**src/rtl/apb_matmul_master_pkg.sv**
```systemverilog
// Shared types and default widths for the matmul APB initiator and target.
package matmul_apb_pkg;

  localparam int APB_BUS_WIDTH      = 64;
  localparam int APB_ADDR_WIDTH     = 32;
  localparam int APB_STRB_WIDTH     = APB_BUS_WIDTH / 8;
  localparam int APB_TIMEOUT_CYCLES = 16;

  typedef enum logic [2:0] {
    ST_IDLE,
    ST_WAIT_IDLE,
    ST_SETUP,
    ST_ACCESS,
    ST_RESP
  } apb_state_e;

  // Request/response held at the widest supported widths; the top slices them.
  typedef struct packed {
    logic                      write;
    logic                      wait_idle;
    logic [APB_ADDR_WIDTH-1:0] addr;
    logic [APB_BUS_WIDTH-1:0]  wdata;
    logic [APB_STRB_WIDTH-1:0] strb;
  } apb_req_t;

  typedef struct packed {
    logic [APB_BUS_WIDTH-1:0] rdata;
    logic                     err;
    logic                     timeout;
  } apb_rsp_t;

  // APB4: reads never carry byte strobes.
  function automatic logic [APB_STRB_WIDTH-1:0] apb4_strb(apb_req_t r);
    return r.write ? r.strb : '0;
  endfunction

endpackage

```
**src/rtl/apb_matmul_master_if.sv**
```systemverilog
// Request/response channels, APB bus and busy input of the matmul APB initiator.
interface apb_matmul_master_if #(
  parameter int BUS_WIDTH  = matmul_apb_pkg::APB_BUS_WIDTH,
  parameter int ADDR_WIDTH = matmul_apb_pkg::APB_ADDR_WIDTH,
  parameter int STRB_WIDTH = BUS_WIDTH / 8
) ();
  logic                  req_valid_i;
  logic                  req_ready_o;
  logic                  req_write_i;
  logic                  req_wait_idle_i;
  logic [ADDR_WIDTH-1:0] req_addr_i;
  logic [BUS_WIDTH-1:0]  req_wdata_i;
  logic [STRB_WIDTH-1:0] req_strb_i;

  logic                  rsp_valid_o;
  logic                  rsp_ready_i;
  logic [BUS_WIDTH-1:0]  rsp_rdata_o;
  logic                  rsp_err_o;
  logic                  rsp_timeout_o;

  logic                  psel_o;
  logic                  penable_o;
  logic                  pwrite_o;
  logic [ADDR_WIDTH-1:0] paddr_o;
  logic [BUS_WIDTH-1:0]  pwdata_o;
  logic [STRB_WIDTH-1:0] pstrb_o;
  logic                  pready_i;
  logic                  pslverr_i;
  logic [BUS_WIDTH-1:0]  prdata_i;

  logic                  busy_i;

  // The initiator block itself.
  modport master (
    input  req_valid_i, req_write_i, req_wait_idle_i, req_addr_i, req_wdata_i, req_strb_i,
    output req_ready_o,
    output rsp_valid_o, rsp_rdata_o, rsp_err_o, rsp_timeout_o,
    input  rsp_ready_i,
    output psel_o, penable_o, pwrite_o, paddr_o, pwdata_o, pstrb_o,
    input  pready_i, pslverr_i, prdata_i,
    input  busy_i
  );

  // Everything around it: sequencer, response consumer and APB target.
  modport slave (
    output req_valid_i, req_write_i, req_wait_idle_i, req_addr_i, req_wdata_i, req_strb_i,
    input  req_ready_o,
    input  rsp_valid_o, rsp_rdata_o, rsp_err_o, rsp_timeout_o,
    output rsp_ready_i,
    input  psel_o, penable_o, pwrite_o, paddr_o, pwdata_o, pstrb_o,
    output pready_i, pslverr_i, prdata_i,
    output busy_i
  );
endinterface

```
**src/rtl/apb_matmul_master_timeout_cnt.sv**
```systemverilog
// ACCESS-phase watchdog: counts wait states, flags when TIMEOUT_CYCLES is reached.
// Only instantiated when APB_TIMEOUT_EN is defined.
module apb_timeout_cnt #(
  parameter int TIMEOUT_CYCLES = 16
) (
  input  logic clk_i,
  input  logic rst_ni,
  input  logic clr_i,
  input  logic en_i,
  output logic expired_o
);
  localparam int CW = $clog2(TIMEOUT_CYCLES + 1);

  logic [CW-1:0] cnt_q, cnt_d;

  assign expired_o = (cnt_q == CW'(TIMEOUT_CYCLES));

  // Clear wins; saturate at the limit so the count never wraps.
  always_comb begin
    cnt_d = cnt_q;
    if (clr_i)                  cnt_d = '0;
    else if (en_i && !expired_o) cnt_d = cnt_q + CW'(1);
  end

  // Count register.
  always_ff @(posedge clk_i or negedge rst_ni) begin
    if (!rst_ni) cnt_q <= '0;
    else         cnt_q <= cnt_d;
  end
endmodule

```
**src/rtl/apb_matmul_master.sv**
```systemverilog
// APB initiator for the matmul accelerator: one SETUP/ACCESS transfer per
// request, optional hold until the accelerator is idle.
// Optional watchdog on the ACCESS phase: define APB_TIMEOUT_EN.
module apb_matmul_master
  import matmul_apb_pkg::*;
#(
  parameter int BUS_WIDTH      = APB_BUS_WIDTH,
  parameter int ADDR_WIDTH     = APB_ADDR_WIDTH,
  parameter int STRB_WIDTH     = BUS_WIDTH / 8,
  parameter int TIMEOUT_CYCLES = APB_TIMEOUT_CYCLES
) (
  input  logic                 clk_i,
  input  logic                 rst_ni,
  apb_matmul_master_if.master  bus
);

  apb_state_e state_q, state_d;
  apb_req_t   req_q, req_d;
  apb_rsp_t   rsp_q, rsp_d;
  logic       rdy_en_q;
  logic       tmo_abort;
  logic [APB_STRB_WIDTH-1:0] strb_gated;

`ifdef APB_TIMEOUT_EN
  logic tmo_expired;

  apb_timeout_cnt #(.TIMEOUT_CYCLES(TIMEOUT_CYCLES)) u_tmo (
    .clk_i     (clk_i),
    .rst_ni    (rst_ni),
    .clr_i     (state_q == ST_SETUP),
    .en_i      ((state_q == ST_ACCESS) && !bus.pready_i),
    .expired_o (tmo_expired)
  );

  // A late pready on the limit cycle still completes the transfer.
  assign tmo_abort = tmo_expired && !bus.pready_i;
`else
  wire unused_timeout_cycles = (TIMEOUT_CYCLES == 0);
  assign tmo_abort = 1'b0;
`endif

  // State, captured request and registered response.
  always_ff @(posedge clk_i or negedge rst_ni) begin
    if (!rst_ni) begin
      state_q  <= ST_IDLE;
      req_q    <= '0;
      rsp_q    <= '0;
      rdy_en_q <= 1'b0;
    end else begin
      state_q  <= state_d;
      req_q    <= req_d;
      rsp_q    <= rsp_d;
      rdy_en_q <= 1'b1;
    end
  end

  // Next state, request capture and response capture.
  always_comb begin
    state_d = state_q;
    req_d   = req_q;
    rsp_d   = rsp_q;
    unique case (state_q)
      ST_IDLE: begin
        if (bus.req_valid_i && rdy_en_q) begin
          req_d.write     = bus.req_write_i;
          req_d.wait_idle = bus.req_wait_idle_i;
          req_d.addr      = APB_ADDR_WIDTH'(bus.req_addr_i);
          req_d.wdata     = APB_BUS_WIDTH'(bus.req_wdata_i);
          req_d.strb      = APB_STRB_WIDTH'(bus.req_strb_i);
          state_d = (bus.req_wait_idle_i && bus.busy_i) ? ST_WAIT_IDLE : ST_SETUP;
        end
      end
      ST_WAIT_IDLE: if (!bus.busy_i) state_d = ST_SETUP;
      ST_SETUP:     state_d = ST_ACCESS;
      ST_ACCESS: begin
        if (bus.pready_i) begin
          rsp_d.rdata   = req_q.write ? '0 : APB_BUS_WIDTH'(bus.prdata_i);
          rsp_d.err     = bus.pslverr_i;
          rsp_d.timeout = 1'b0;
          state_d       = ST_RESP;
        end else if (tmo_abort) begin
          rsp_d.rdata   = '0;
          rsp_d.err     = 1'b1;
          rsp_d.timeout = 1'b1;
          state_d       = ST_RESP;
        end
      end
      ST_RESP:  if (bus.rsp_ready_i) state_d = ST_IDLE;
      default:  state_d = ST_IDLE;
    endcase
  end

  assign strb_gated = apb4_strb(req_q);

  // Ready is held low until the first clock after reset release.
  assign bus.req_ready_o   = rdy_en_q && (state_q == ST_IDLE);
  assign bus.psel_o        = (state_q == ST_SETUP) || (state_q == ST_ACCESS);
  assign bus.penable_o     = (state_q == ST_ACCESS);
  assign bus.pwrite_o      = req_q.write;
  assign bus.paddr_o       = req_q.addr[ADDR_WIDTH-1:0];
  assign bus.pwdata_o      = req_q.write ? req_q.wdata[BUS_WIDTH-1:0] : '0;
  assign bus.pstrb_o       = strb_gated[STRB_WIDTH-1:0];
  assign bus.rsp_valid_o   = (state_q == ST_RESP);
  assign bus.rsp_rdata_o   = rsp_q.rdata[BUS_WIDTH-1:0];
  assign bus.rsp_err_o     = rsp_q.err;
  assign bus.rsp_timeout_o = rsp_q.timeout;

endmodule

```
**src/flat_wrapper.sv**
```systemverilog
// flat-port wrapper written by rule: the top's interface ports become plain ports
module apb_matmul_master_flat import matmul_apb_pkg::*;
#(
  parameter int BUS_WIDTH      = APB_BUS_WIDTH,
  parameter int ADDR_WIDTH     = APB_ADDR_WIDTH,
  parameter int STRB_WIDTH     = BUS_WIDTH / 8,
  parameter int TIMEOUT_CYCLES = APB_TIMEOUT_CYCLES
)
  (clk_i, rst_ni, bus_req_valid_i, bus_req_write_i, bus_req_wait_idle_i, bus_req_addr_i, bus_req_wdata_i, bus_req_strb_i, bus_req_ready_o, bus_rsp_valid_o, bus_rsp_rdata_o, bus_rsp_err_o, bus_rsp_timeout_o, bus_rsp_ready_i, bus_psel_o, bus_penable_o, bus_pwrite_o, bus_paddr_o, bus_pwdata_o, bus_pstrb_o, bus_pready_i, bus_pslverr_i, bus_prdata_i, bus_busy_i);
  apb_matmul_master_if #(.BUS_WIDTH(BUS_WIDTH), .ADDR_WIDTH(ADDR_WIDTH), .STRB_WIDTH(STRB_WIDTH)) bus_i ();
  input  logic clk_i;
  input  logic rst_ni;
  input wire logic [$bits(bus_i.req_valid_i)-1:0] bus_req_valid_i;
  input wire logic [$bits(bus_i.req_write_i)-1:0] bus_req_write_i;
  input wire logic [$bits(bus_i.req_wait_idle_i)-1:0] bus_req_wait_idle_i;
  input wire logic [$bits(bus_i.req_addr_i)-1:0] bus_req_addr_i;
  input wire logic [$bits(bus_i.req_wdata_i)-1:0] bus_req_wdata_i;
  input wire logic [$bits(bus_i.req_strb_i)-1:0] bus_req_strb_i;
  output wire logic [$bits(bus_i.req_ready_o)-1:0] bus_req_ready_o;
  output wire logic [$bits(bus_i.rsp_valid_o)-1:0] bus_rsp_valid_o;
  output wire logic [$bits(bus_i.rsp_rdata_o)-1:0] bus_rsp_rdata_o;
  output wire logic [$bits(bus_i.rsp_err_o)-1:0] bus_rsp_err_o;
  output wire logic [$bits(bus_i.rsp_timeout_o)-1:0] bus_rsp_timeout_o;
  input wire logic [$bits(bus_i.rsp_ready_i)-1:0] bus_rsp_ready_i;
  output wire logic [$bits(bus_i.psel_o)-1:0] bus_psel_o;
  output wire logic [$bits(bus_i.penable_o)-1:0] bus_penable_o;
  output wire logic [$bits(bus_i.pwrite_o)-1:0] bus_pwrite_o;
  output wire logic [$bits(bus_i.paddr_o)-1:0] bus_paddr_o;
  output wire logic [$bits(bus_i.pwdata_o)-1:0] bus_pwdata_o;
  output wire logic [$bits(bus_i.pstrb_o)-1:0] bus_pstrb_o;
  input wire logic [$bits(bus_i.pready_i)-1:0] bus_pready_i;
  input wire logic [$bits(bus_i.pslverr_i)-1:0] bus_pslverr_i;
  input wire logic [$bits(bus_i.prdata_i)-1:0] bus_prdata_i;
  input wire logic [$bits(bus_i.busy_i)-1:0] bus_busy_i;
  assign bus_i.req_valid_i = bus_req_valid_i;
  assign bus_i.req_write_i = bus_req_write_i;
  assign bus_i.req_wait_idle_i = bus_req_wait_idle_i;
  assign bus_i.req_addr_i = bus_req_addr_i;
  assign bus_i.req_wdata_i = bus_req_wdata_i;
  assign bus_i.req_strb_i = bus_req_strb_i;
  assign bus_req_ready_o = bus_i.req_ready_o;
  assign bus_rsp_valid_o = bus_i.rsp_valid_o;
  assign bus_rsp_rdata_o = bus_i.rsp_rdata_o;
  assign bus_rsp_err_o = bus_i.rsp_err_o;
  assign bus_rsp_timeout_o = bus_i.rsp_timeout_o;
  assign bus_i.rsp_ready_i = bus_rsp_ready_i;
  assign bus_psel_o = bus_i.psel_o;
  assign bus_penable_o = bus_i.penable_o;
  assign bus_pwrite_o = bus_i.pwrite_o;
  assign bus_paddr_o = bus_i.paddr_o;
  assign bus_pwdata_o = bus_i.pwdata_o;
  assign bus_pstrb_o = bus_i.pstrb_o;
  assign bus_i.pready_i = bus_pready_i;
  assign bus_i.pslverr_i = bus_pslverr_i;
  assign bus_i.prdata_i = bus_prdata_i;
  assign bus_i.busy_i = bus_busy_i;
  apb_matmul_master #(.BUS_WIDTH(BUS_WIDTH), .ADDR_WIDTH(ADDR_WIDTH), .STRB_WIDTH(STRB_WIDTH), .TIMEOUT_CYCLES(TIMEOUT_CYCLES)) u_core (.clk_i(clk_i), .rst_ni(rst_ni), .bus(bus_i));
endmodule
```
**config.mk**
```make
export PLATFORM = sky130hd
export DESIGN_NAME = apb_matmul_master_flat
export DESIGN_NICKNAME = d
export VERILOG_FILES = /design/src/rtl/apb_matmul_master_pkg.sv /design/src/rtl/apb_matmul_master_if.sv /design/src/rtl/apb_matmul_master_timeout_cnt.sv /design/src/rtl/apb_matmul_master.sv /design/src/flat_wrapper.sv
export SDC_FILE = /design/constraint.sdc
export NUM_CORES = 1
export LEC_CHECK = 0
export ABC_AREA = 0
export CAP_MARGIN = 20
export CORE_ASPECT_RATIO = 1.75
export CORE_MARGIN = 3
export CORE_UTILIZATION = 42
export DETAILED_ROUTE_END_ITERATION = 10
export HOLD_SLACK_MARGIN = 0.02
export PLACE_DENSITY = 0.84
export SLEW_MARGIN = 10
export SYNTH_ARGS = -nofsm -noshare
export SYNTH_HDL_FRONTEND = slang
export SYNTH_SLANG_ARGS = --single-unit
```
**constraint.sdc**
```tcl
create_clock -name clk_i -period 1.95 [get_ports clk_i]
set_input_delay 0.4875 -clock clk_i [delete_from_list [all_inputs] [get_ports clk_i]]
set_output_delay 0.4875 -clock clk_i [all_outputs]
set_load 0.02 [all_outputs]
```
==> results of run 1 <==
==> worst min-delay path, delay by kind of cell, from the launching register on <==
kind | cells | cell delay [ns]
flops | 1 | 0.34
compound gates | 1 | 0.06
simple gates | 1 | 0.04
==> stage by stage <==
step                hold WS (ns)  instance area (um^2)  TNS [ns]  utilization, %
floorplan                  0.192                  7730         0               -
global placement           0.438                 11400         0            63.3
detailed placement         0.439                 11400         0            63.3
CTS                        0.484                 11600         0            64.5
global route               0.500                 11700   -0.0671            64.8
finish                     0.473                 11700         0            64.8
==> per-layer routing <==
layer,wire length [um],GRT usage (%),share of wire (%),vias to the layer above
li1,-,-,-,2696
met1,7880,23.6,36,2740
met2,11700,37.9,54,214
met3,1380,5.69,6.4,47
met4,720,9.30,3.3,2
met5,7,0,0.032,-
==> path summary, 6_finish.rpt <==
check,startpoint,to,slack (ns),cells after the start
max in group asynchronous,rst_ni,u_core.bus.pwrite_o,0.81,3
worst max register to register,u_core.state_q[2],u_core.req_q[59],0.30,5
worst min-delay path,u_core.bus.rsp_rdata_o[35],u_core.bus.rsp_rdata_o[35],0.47,2
min in group asynchronous,rst_ni,u_core.bus.paddr_o[2],0.54,2
worst min register to register,u_core.bus.rsp_rdata_o[35],u_core.bus.rsp_rdata_o[35],0.47,2
worst max-delay path,u_core.bus.pwrite_o,bus_pwdata_o[5],0.04,3
==> area by class of cell <==
cell class	count	share of cell area, %
clock buffer	21	4.02
tap	234	2.50
clock inverter	11	0.706
sequential	174	37.3
timing repair buffer	377	30.5
multi-input combinational	390	25.0
inverter	1	0.0321
==> flip-flops by register name (all words and copies together) (netlist names) <==
register / flops
u_core.bus.pwrite_o: 1
u_core.bus.paddr_o: 32
u_core.bus.rsp_err_o: 1
u_core.state_q: 3
u_core.bus.rsp_rdata_o: 64
u_core.rdy_en_q: 1
u_core.req_q: 72
==> synthesized netlist by cell type <==
library cell / count
dfrtp_1: 174
and2_1: 74
nand2_1: 65
o21ai_0: 65
nand2b_1: 64
mux2_2: 56
mux2_4: 50
buf_4: 34
clkbuf_1: 27
buf_2: 7
buf_6: 6
a21oi_1: 3
conb_1: 2
nor2_1: 2
a21boi_0: 1
a311oi_1: 1
a31o_2: 1
a31oi_1: 1
inv_1: 1
nand3_2: 1
nand4b_1: 1
nor2b_1: 1
nor3_2: 1
or3_1: 1
==> cell families after synthesis <==
kind of cell,after synthesis
mux,106
simple gates,210
other cells,2
flops,174
compound gates,72
buf+inv,75
==> repair_timing <==
action                     CTS  global route
hold buffers                 1             0
resized for setup          290            38
setup endpoints to repair   75            35
hold endpoints to repair    33             0
==> power breakdown <==
group / internal (uW) / total [uW] / switching, uW
clock network: 1750 / 3200 / 1450
registers: 5290 / 6270 / 985
logic: 4720 / 9210 / 4490
total: 11800 / 18700 / 6930
==> flow_metrics.env, run 1 <==
export IMPL_status="finished, final reports clean"
export IMPL_drv_slew=0
export IMPL_synthMuxAreaShare_pct=17.9
export IMPL_cts_tree="built"
export IMPL_drt_wl_total_mm=21.7
export IMPL_yosysTopAreaCell="dfrtp_1"
export IMPL_fin_crit_sh_pct=97.7
export IMPL_synth_area_mm2=0.00773
export IMPL_routedWlPerCell_um=18.0
export IMPL_port_buffer_count=350
export IMPL_io_pins=352
export IMPL_multiInputGateArea_mm2=0.00293
export IMPL_grt_antenna_before_repair=1
export IMPL_ys_warn_count=0
export IMPL_synth_top_cell_area_share_pct=56.3
export IMPL_maxCapViolCount=0
export IMPL_final_common_cell="clkdlybuf4s50_1"
export IMPL_coreArea_mm2=0.0181
export IMPL_cts_buffer_depth=2
export IMPL_synth_compound_area_share_pct=4.81
export IMPL_p_per_area_mw_per_mm2=1600
export IMPL_routed_via_density=4.72
export IMPL_drc=0
export IMPL_dieArea_mm2=0.0201
export IMPL_synth_xor_area_share_pct=0
export IMPL_finalPower_uw=18700
export IMPL_endpoint_kind="output port"
export IMPL_cpMaxStageDelayCell="dfrtp_2"
export IMPL_crit_family="flip-flops"
export IMPL_die_h_um=186
export IMPL_peakVddDrop_uv=774
export IMPL_worstHoldPathType="flip-flop to flip-flop"
export IMPL_ff_latch_area_mm2=0.00436
export IMPL_p_leak_uw=0.00549
export IMPL_max_freq_ghz=0.525
export IMPL_pre_cts_ws_ns=0.00627
export IMPL_avgSynthCellArea_um2=12.1
export IMPL_placedCellCount=1175
export IMPL_nets=1138
export IMPL_syn_inst=639
export IMPL_antennaDiodeCount=0
export IMPL_grt_pass1_wl_mm=32.6
export IMPL_postCtsSetupRepairBufs=0
export IMPL_first_pass_iters=5
export IMPL_synth_simple_area_share_pct=14.9
export IMPL_die_w_um=109
export IMPL_ys_ff_latch=174
export IMPL_grt_usage_pct=21.3
export IMPL_grt_pass1_vias=5909
export IMPL_drt_iter0_drc=123
export IMPL_detailed_place_hpwl_mm=16.1
export IMPL_n_fill_cell=1432
export IMPL_fin_crit_ns=1.91
export IMPL_final_cell_mix="clkdlybuf4s50_1, dfrtp_1, and2_1"
export IMPL_cp_required_ns=1.46
export IMPL_setup_violations_final=0
export IMPL_rsz0062_at_grt="true"
export IMPL_grt_max_degree=61
export IMPL_critPathMaxStageDelay_ns=0.45
export IMPL_overflow=0
export IMPL_setup_ws_ns=0.0448
export IMPL_hold_viol=0
export IMPL_cts_buffers=17
export IMPL_num_rows=65
export IMPL_drive_above_1_share_pct=25.2
export IMPL_antenna_left=0
export IMPL_arrival_ns=1.42
export IMPL_area_growth_pct=51.2
export IMPL_yosysSeqAreaShare_pct=56.3
export IMPL_synth_top_family_by_area="multiplexers"
export IMPL_cp_num_buf_inv=2
export IMPL_synthAdderAreaFrac_pct=0
export IMPL_gp_congestion=0.817
export IMPL_path_clk_slew_ns=0.07
export IMPL_synth_area_leaders="dfrtp_1, mux2_4, mux2_2"
export IMPL_insertion_delay_ns=0.43
export IMPL_instances_no_fill=1208
export IMPL_cp_max_fo=45
export IMPL_start_util_pct=42.8
export IMPL_clock_sinks=174
export IMPL_via_count=5699
export IMPL_syn_nets=816
export IMPL_path_cells="buf_12 > and2_1 > buf_4"
export IMPL_finalClockSkew_ns=0.00913
export IMPL_post_synth_num_cell_types=24
export IMPL_critical_path_startpoint_type="flip-flop"
export IMPL_cts_root_buf="clkbuf_16"
export IMPL_critical_path_class="flip-flop to output port"
export IMPL_cts_max_level=4
Power figures use the tool's default switching activity.
==> inputs of run 2 (changes only) <==
Settings changed: ABC_CLOCK_PERIOD_IN_PS set to 1950, PLACE_DENSITY 0.84 to 0.85, SYNTH_HIERARCHICAL set to 1.
==> flow_metrics.env, run 2 <==
export IMPL_status="finished with violations"
export IMPL_violations="negative setup slack"
export IMPL_fin_crit_sh_pct=100
export IMPL_maxCapViolCount=0
export IMPL_instances_no_fill=1220
export IMPL_placedCellCount=1181
export IMPL_cts_max_level=4
export IMPL_num_rows=64
export IMPL_die_h_um=183
export IMPL_cts_buffers=17
export IMPL_drt_iter0_drc=140
export IMPL_dieArea_mm2=0.0196
export IMPL_top_layer_used="met4"
export IMPL_cts_buffer_depth=2
export IMPL_overflow=0
export IMPL_fin_crit_ns=1.96
export IMPL_largest_reg_flops=72
export IMPL_crit_family="flip-flops"
export IMPL_cp_required_ns=1.46
export IMPL_routed_via_density=4.74
export IMPL_setup_ws_ns=-0.00891
export IMPL_coreArea_mm2=0.0175
export IMPL_setup_violations_final=12
export IMPL_multiInputGateArea_mm2=0.00278
export IMPL_synth_area_leaders="dfrtp_1, mux2_2, mux2_1"
export IMPL_clock_sinks=174
export IMPL_design_area_mm2=0.0119
export IMPL_critical_path_class="flip-flop to output port"
export IMPL_placed_area_mm2=0.0113
export IMPL_wl_met1_mm=7.54
export IMPL_final_cell_mix="clkdlybuf4s50_1, dfrtp_1, o21ai_0"
export IMPL_drive_above_1_share_pct=23.4
export IMPL_cp_num_buf_inv=3
export IMPL_rsz0062_at_grt="true"
export IMPL_synth_area_mm2=0.00753
export IMPL_arrival_ns=1.47
export IMPL_grt_antenna_before_repair=1
export IMPL_cpMaxStageDelayCell="dfrtp_2"
export IMPL_io_pins=352
export IMPL_final_common_cell="clkdlybuf4s50_1"
export IMPL_synth_ff_type="dfrtp_1"
export IMPL_critPathMaxStageDelay_ns=0.47
export IMPL_worstHoldPathType="flip-flop to flip-flop"
export IMPL_finalClockSkew_ns=0.00737
export IMPL_max_freq_ghz=0.510
export IMPL_area_growth_pct=58.1
export IMPL_cts_root_buf="clkbuf_16"
export IMPL_p_per_area_mw_per_mm2=1660
export IMPL_port_buffer_count=350
export IMPL_wl_met3_mm=1.65
export IMPL_synth_most_common_cell="dfrtp_1"
export IMPL_syn_inst=639
export IMPL_drt_wl_total_mm=21.8
export IMPL_drv_slew=0
export IMPL_grt_pass1_vias=6059
export IMPL_via_count=5777
export IMPL_peakVddDrop_uv=885
export IMPL_synth_common_cells="dfrtp_1, and2_1, o21ai_0, nand2_1, nand2b_1"
export IMPL_grt_max_degree=58
export IMPL_regMostFlops="u_core/req_q"
export IMPL_post_synth_num_cell_types=22
export IMPL_async_flop_share_pct=100
export IMPL_drc=0
export IMPL_path_clk_slew_ns=0.07
export IMPL_cp_max_fo=6
export IMPL_grt_pass1_wl_mm=33.3
export IMPL_wl_met2_mm=11.8
export IMPL_n_fill_cell=1240
export IMPL_whs_ns=0.477
export IMPL_gp_congestion=0.792
export IMPL_first_pass_iters=4
export IMPL_yosysTopAreaCell="dfrtp_1"
export IMPL_yosysSeqAreaShare_pct=57.8
export IMPL_critical_path_startpoint_type="flip-flop"
export IMPL_path_cells="buf_12 > clkbuf_16 > and2_4 > buf_6"
export IMPL_ys_warn_count=6
export IMPL_cts_tree="built"
export IMPL_ff_latch_area_mm2=0.00436
export IMPL_start_util_pct=42.9
export IMPL_insertion_delay_ns=0.42
export IMPL_hold_viol=0
export IMPL_grt_usage_pct=22.1
export IMPL_endpoint_kind="output port"
export IMPL_p_leak_uw=0.00548
export IMPL_detailed_place_hpwl_mm=16.1
export IMPL_antenna_left=0
export IMPL_die_w_um=107
export IMPL_syn_nets=816
export IMPL_nets=1152
export IMPL_pre_cts_ws_ns=-0.212
export IMPL_synth_top_cell_area_share_pct=57.8
export IMPL_ys_ff_latch=174
export IMPL_routedWlPerCell_um=17.9
export IMPL_avgSynthCellArea_um2=11.8
export IMPL_synth_edff_count=0
-- run 2: cell types whose count changed in the layout (fill, tap and decap cells not counted), moves of 6 or more --
cell	previous run	this run
mux2_1	0	50
dlymetal6s2s_1	7	13
mux2_4	50	0
buf_4	37	22
and2_4	0	19
buf_2	50	56
clkdlybuf4s50_1	265	258
and2_1	74	54
buf_6	1	22
-- run 2: layout make-up --
type	count	area share [%]
Sequential cell	174	36.6
Timing Repair Buffer	392	32.2
Multi-Input combinational cell	389	23.3
Clock buffer	22	4.15
Tap cell	231	2.43
Clock inverter	10	1.26
Inverter	1	0.0315
Antenna cell	1	0.0210
-- run 2: worst min-delay path, cell delays in order, from the launching register on --
cell and delay [ns]:
dfrtp_1 0.34, nand2_1 0.04, o21ai_0 0.06
-- run 2: what timing repair did --
item	in CTS	in global routing
resized for setup	318	71
setup endpoints to repair	78	49
cloned	1	2
hold buffers	1	0
hold endpoints to repair	36	0
buffers inserted	1	1
-- run 2: kinds of logic after synthesis --
group,share of synthesized area (%)
flip-flops,57.8
other,0.0997
AND/OR/NAND/NOR,15.6
multiplexers,15.8
AO/OA/AOI/OAI,4.72
buffers and inverters,5.96
-- run 2: power breakdown --
group	internal, uW	switching, uW
Sequential	5410	967
Clock	2210	1450
Combinational	4920	4860
-- run 2: worst paths after layout --
| path | slack, ns | cells after the start | to | startpoint |
|---|---|---|---|---|
| worst min register to register | 0.48 | 2 | u_core/bus.rsp_rdata_o[55] | u_core/bus.rsp_rdata_o[55] |
| worst max register to register | 0.16 | 5 | u_core/bus.paddr_o[30] | u_core/state_q[2] |
| worst min-delay path | 0.48 | 2 | u_core/bus.rsp_rdata_o[55] | u_core/bus.rsp_rdata_o[55] |
| min in group asynchronous | 0.55 | 2 | u_core/req_q[52] | rst_ni |
| worst max-delay path | -0.009 | 4 | bus_pwdata_o[41] | u_core/bus.pwrite_o |
| max in group asynchronous | 0.76 | 3 | u_core/bus.pwrite_o | rst_ni |
-- run 2: metrics by stage --
step	power, uW	TNS (ns)	util (%)
after floorplan	11700	0	-
after global placement	16000	-13.84	64.5
after detailed placement	16300	-16.69	64.5
after CTS	19700	-1.30	67.4
after global routing	20900	-0.956	67.9
final	19800	-0.0753	67.9
-- run 2: per-layer routing --
metal	track usage (%)	vias up
li1	-	2728
met1	23.2	2761
met2	39.6	243
met3	6.73	45
met4	10.9	0
met5	0	-
==> inputs of run 3 (changes only) <==
Settings changed: CORE_ASPECT_RATIO 1.75 to unset, CORE_MARGIN 3 to unset.
==> flow_metrics.env, run 3 (synthesis results as in run 2) <==
export IMPL_status="finished with violations"
export IMPL_violations="negative setup slack"
export IMPL_grt_pass1_wl_mm=30.4
export IMPL_setup_violations_final=7
export IMPL_peakVddDrop_uv=927
export IMPL_whs_ns=0.475
export IMPL_cts_tree="built"
export IMPL_drc=0
export IMPL_cts_max_level=4
export IMPL_ff_latch_area_mm2=0.00436
export IMPL_endpoint_kind="output port"
export IMPL_final_common_cell="clkdlybuf4s50_1"
export IMPL_routedWlPerCell_um=16.6
export IMPL_critical_path_class="flip-flop to output port"
export IMPL_timing_rr_start="u_core/state_q[2]"
export IMPL_grt_antenna_before_repair=0
export IMPL_drv_slew=0
export IMPL_worstHoldPathType="flip-flop to flip-flop"
export IMPL_area_growth_pct=57.2
export IMPL_clock_sinks=174
export IMPL_p_leak_uw=0.00526
export IMPL_hold_viol=0
export IMPL_maxCapViolCount=0
export IMPL_drt_iter0_drc=172
export IMPL_dieArea_mm2=0.0185
export IMPL_routed_via_density=4.73
export IMPL_grt_max_degree=62
export IMPL_cts_buffer_depth=2
export IMPL_rr_endpoint="u_core/bus.paddr_o[22]"
export IMPL_gp_congestion=0.766
export IMPL_hp_start="u_core/bus.rsp_rdata_o[26]"
export IMPL_drive_above_1_share_pct=23.4
export IMPL_finalClockSkew_ns=0.00691
export IMPL_cp_required_ns=1.46
export IMPL_grt_pass1_vias=5738
export IMPL_overflow=0
export IMPL_multiInputGateArea_mm2=0.00281
export IMPL_p_per_area_mw_per_mm2=1670
export IMPL_drt_wl_total_mm=20.0
export IMPL_start_util_pct=43.2
export IMPL_regMostFlops="u_core/req_q"
export IMPL_reg2reg_depth=5
export IMPL_rsz0062_at_grt="true"
export IMPL_regToRegSetupSlack_ns=0.18
export IMPL_num_rows=48
export IMPL_die_w_um=136
export IMPL_first_pass_iters=4
export IMPL_final_cell_mix="clkdlybuf4s50_1, dfrtp_1, o21ai_0"
export IMPL_fin_crit_sh_pct=101
export IMPL_detailed_place_hpwl_mm=15.1
export IMPL_die_h_um=136
export IMPL_max_freq_ghz=0.506
export IMPL_coreArea_mm2=0.0174
export IMPL_io_pins=352
export IMPL_final_util_pct=68.0
export IMPL_antenna_left=0
export IMPL_path_clk_slew_ns=0.06
export IMPL_holdPathStages=2
export IMPL_critical_path_startpoint_type="flip-flop"
export IMPL_port_buffer_count=350
export IMPL_largest_reg_flops=72
export IMPL_cts_root_buf="clkbuf_16"
export IMPL_hold_path_endpoint="u_core/bus.rsp_rdata_o[26]"
export IMPL_cp_max_fo=7
export IMPL_fin_crit_ns=1.98
export IMPL_nets=1142
export IMPL_n_fill_cell=1272
export IMPL_insertion_delay_ns=0.42
export IMPL_via_count=5685
export IMPL_arrival_ns=1.49
export IMPL_grt_usage_pct=21.8
export IMPL_setup_ws_ns=-0.0277
export IMPL_cts_buffers=17
run 3: cell types whose count changed in the layout (fill, tap and decap cells not counted), moves of 5 or more:
cell	before	now
clkbuf_8	5	0
and2_1	54	43
buf_2	56	39
and2_4	19	30
clkdlybuf4s50_1	258	271
dlymetal6s2s_1	13	1
buf_6	22	40
buf_4	22	15
run 3: routing by layer:
metal	up-vias	wire [um]	GRT usage, %
met1	2708	7410	23.9
met4	0	509	9.57
met5	-	0	0
li1	2716	-	-
met3	28	1810	7.98
met2	233	10300	37.7
run 3: power breakdown:
| group | switching (uW) | internal, uW |
|---|---|---|
| Sequential | 963 | 5420 |
| Combinational | 4750 | 5030 |
| Clock | 1430 | 2160 |
run 3: worst max-delay path, cell delays in order, from the launching register on:
cell and delay (ns):
dfrtp_4 0.55, buf_6 0.15, buf_6 0.12, and2_4 0.14, buf_6 0.12
run 3: worst max path at each step:
stage	slack, ns	from	end
floorplan	0.05	u_core/bus.pwrite_o	bus_pstrb_o[0]
global placement	-0.21	bus_req_valid_i	u_core/bus.paddr_o[12]
detailed placement	-0.23	bus_req_valid_i	u_core/bus.paddr_o[22]
CTS	-0.13	u_core/bus.pwrite_o	bus_pwdata_o[17]
global route	-0.08	u_core/bus.pwrite_o	bus_pwdata_o[17]
finish	-0.03	u_core/bus.pwrite_o	bus_pwdata_o[17]
run 3: timing repair:
action / 4_1_cts / 5_1_grt
setup endpoints to repair: 77 / 76
gates resized for setup: 312 / 101
hold buffers: 1 / 0
gates cloned: 0 / 0
buffers inserted: 1 / 0
pin swaps: 0 / 1
hold endpoints to repair: 22 / 0
run 3: final cells by class:
type,count,share of cell area [%]
diodes,1,0.0211
clock inverters,12,1.55
inverters,1,0.0317
multi-input cells,389,23.7
well taps,225,2.38
clock buffers,19,3.66
repair buffers,382,31.8
flip-flops and latches,174,36.8
run 3: through the flow:
step | cell area [um^2] | setup TNS (ns) | power [uW] | cells | worst slack, ns
3_5_place_dp | 11300 | -16.80 | 16200 | 1169 | -0.231
4_1_cts | 11600 | -1.11 | 19400 | 1202 | -0.129
6_report | 11800 | -0.136 | 19800 | 1203 | -0.0277
3_3_place_gp | 11300 | -16.00 | 15900 | 1169 | -0.207
2_1_floorplan | 7530 | 0 | 11700 | 639 | 0.0454
5_1_grt | 11800 | -1.89 | 20900 | 1202 | -0.0848
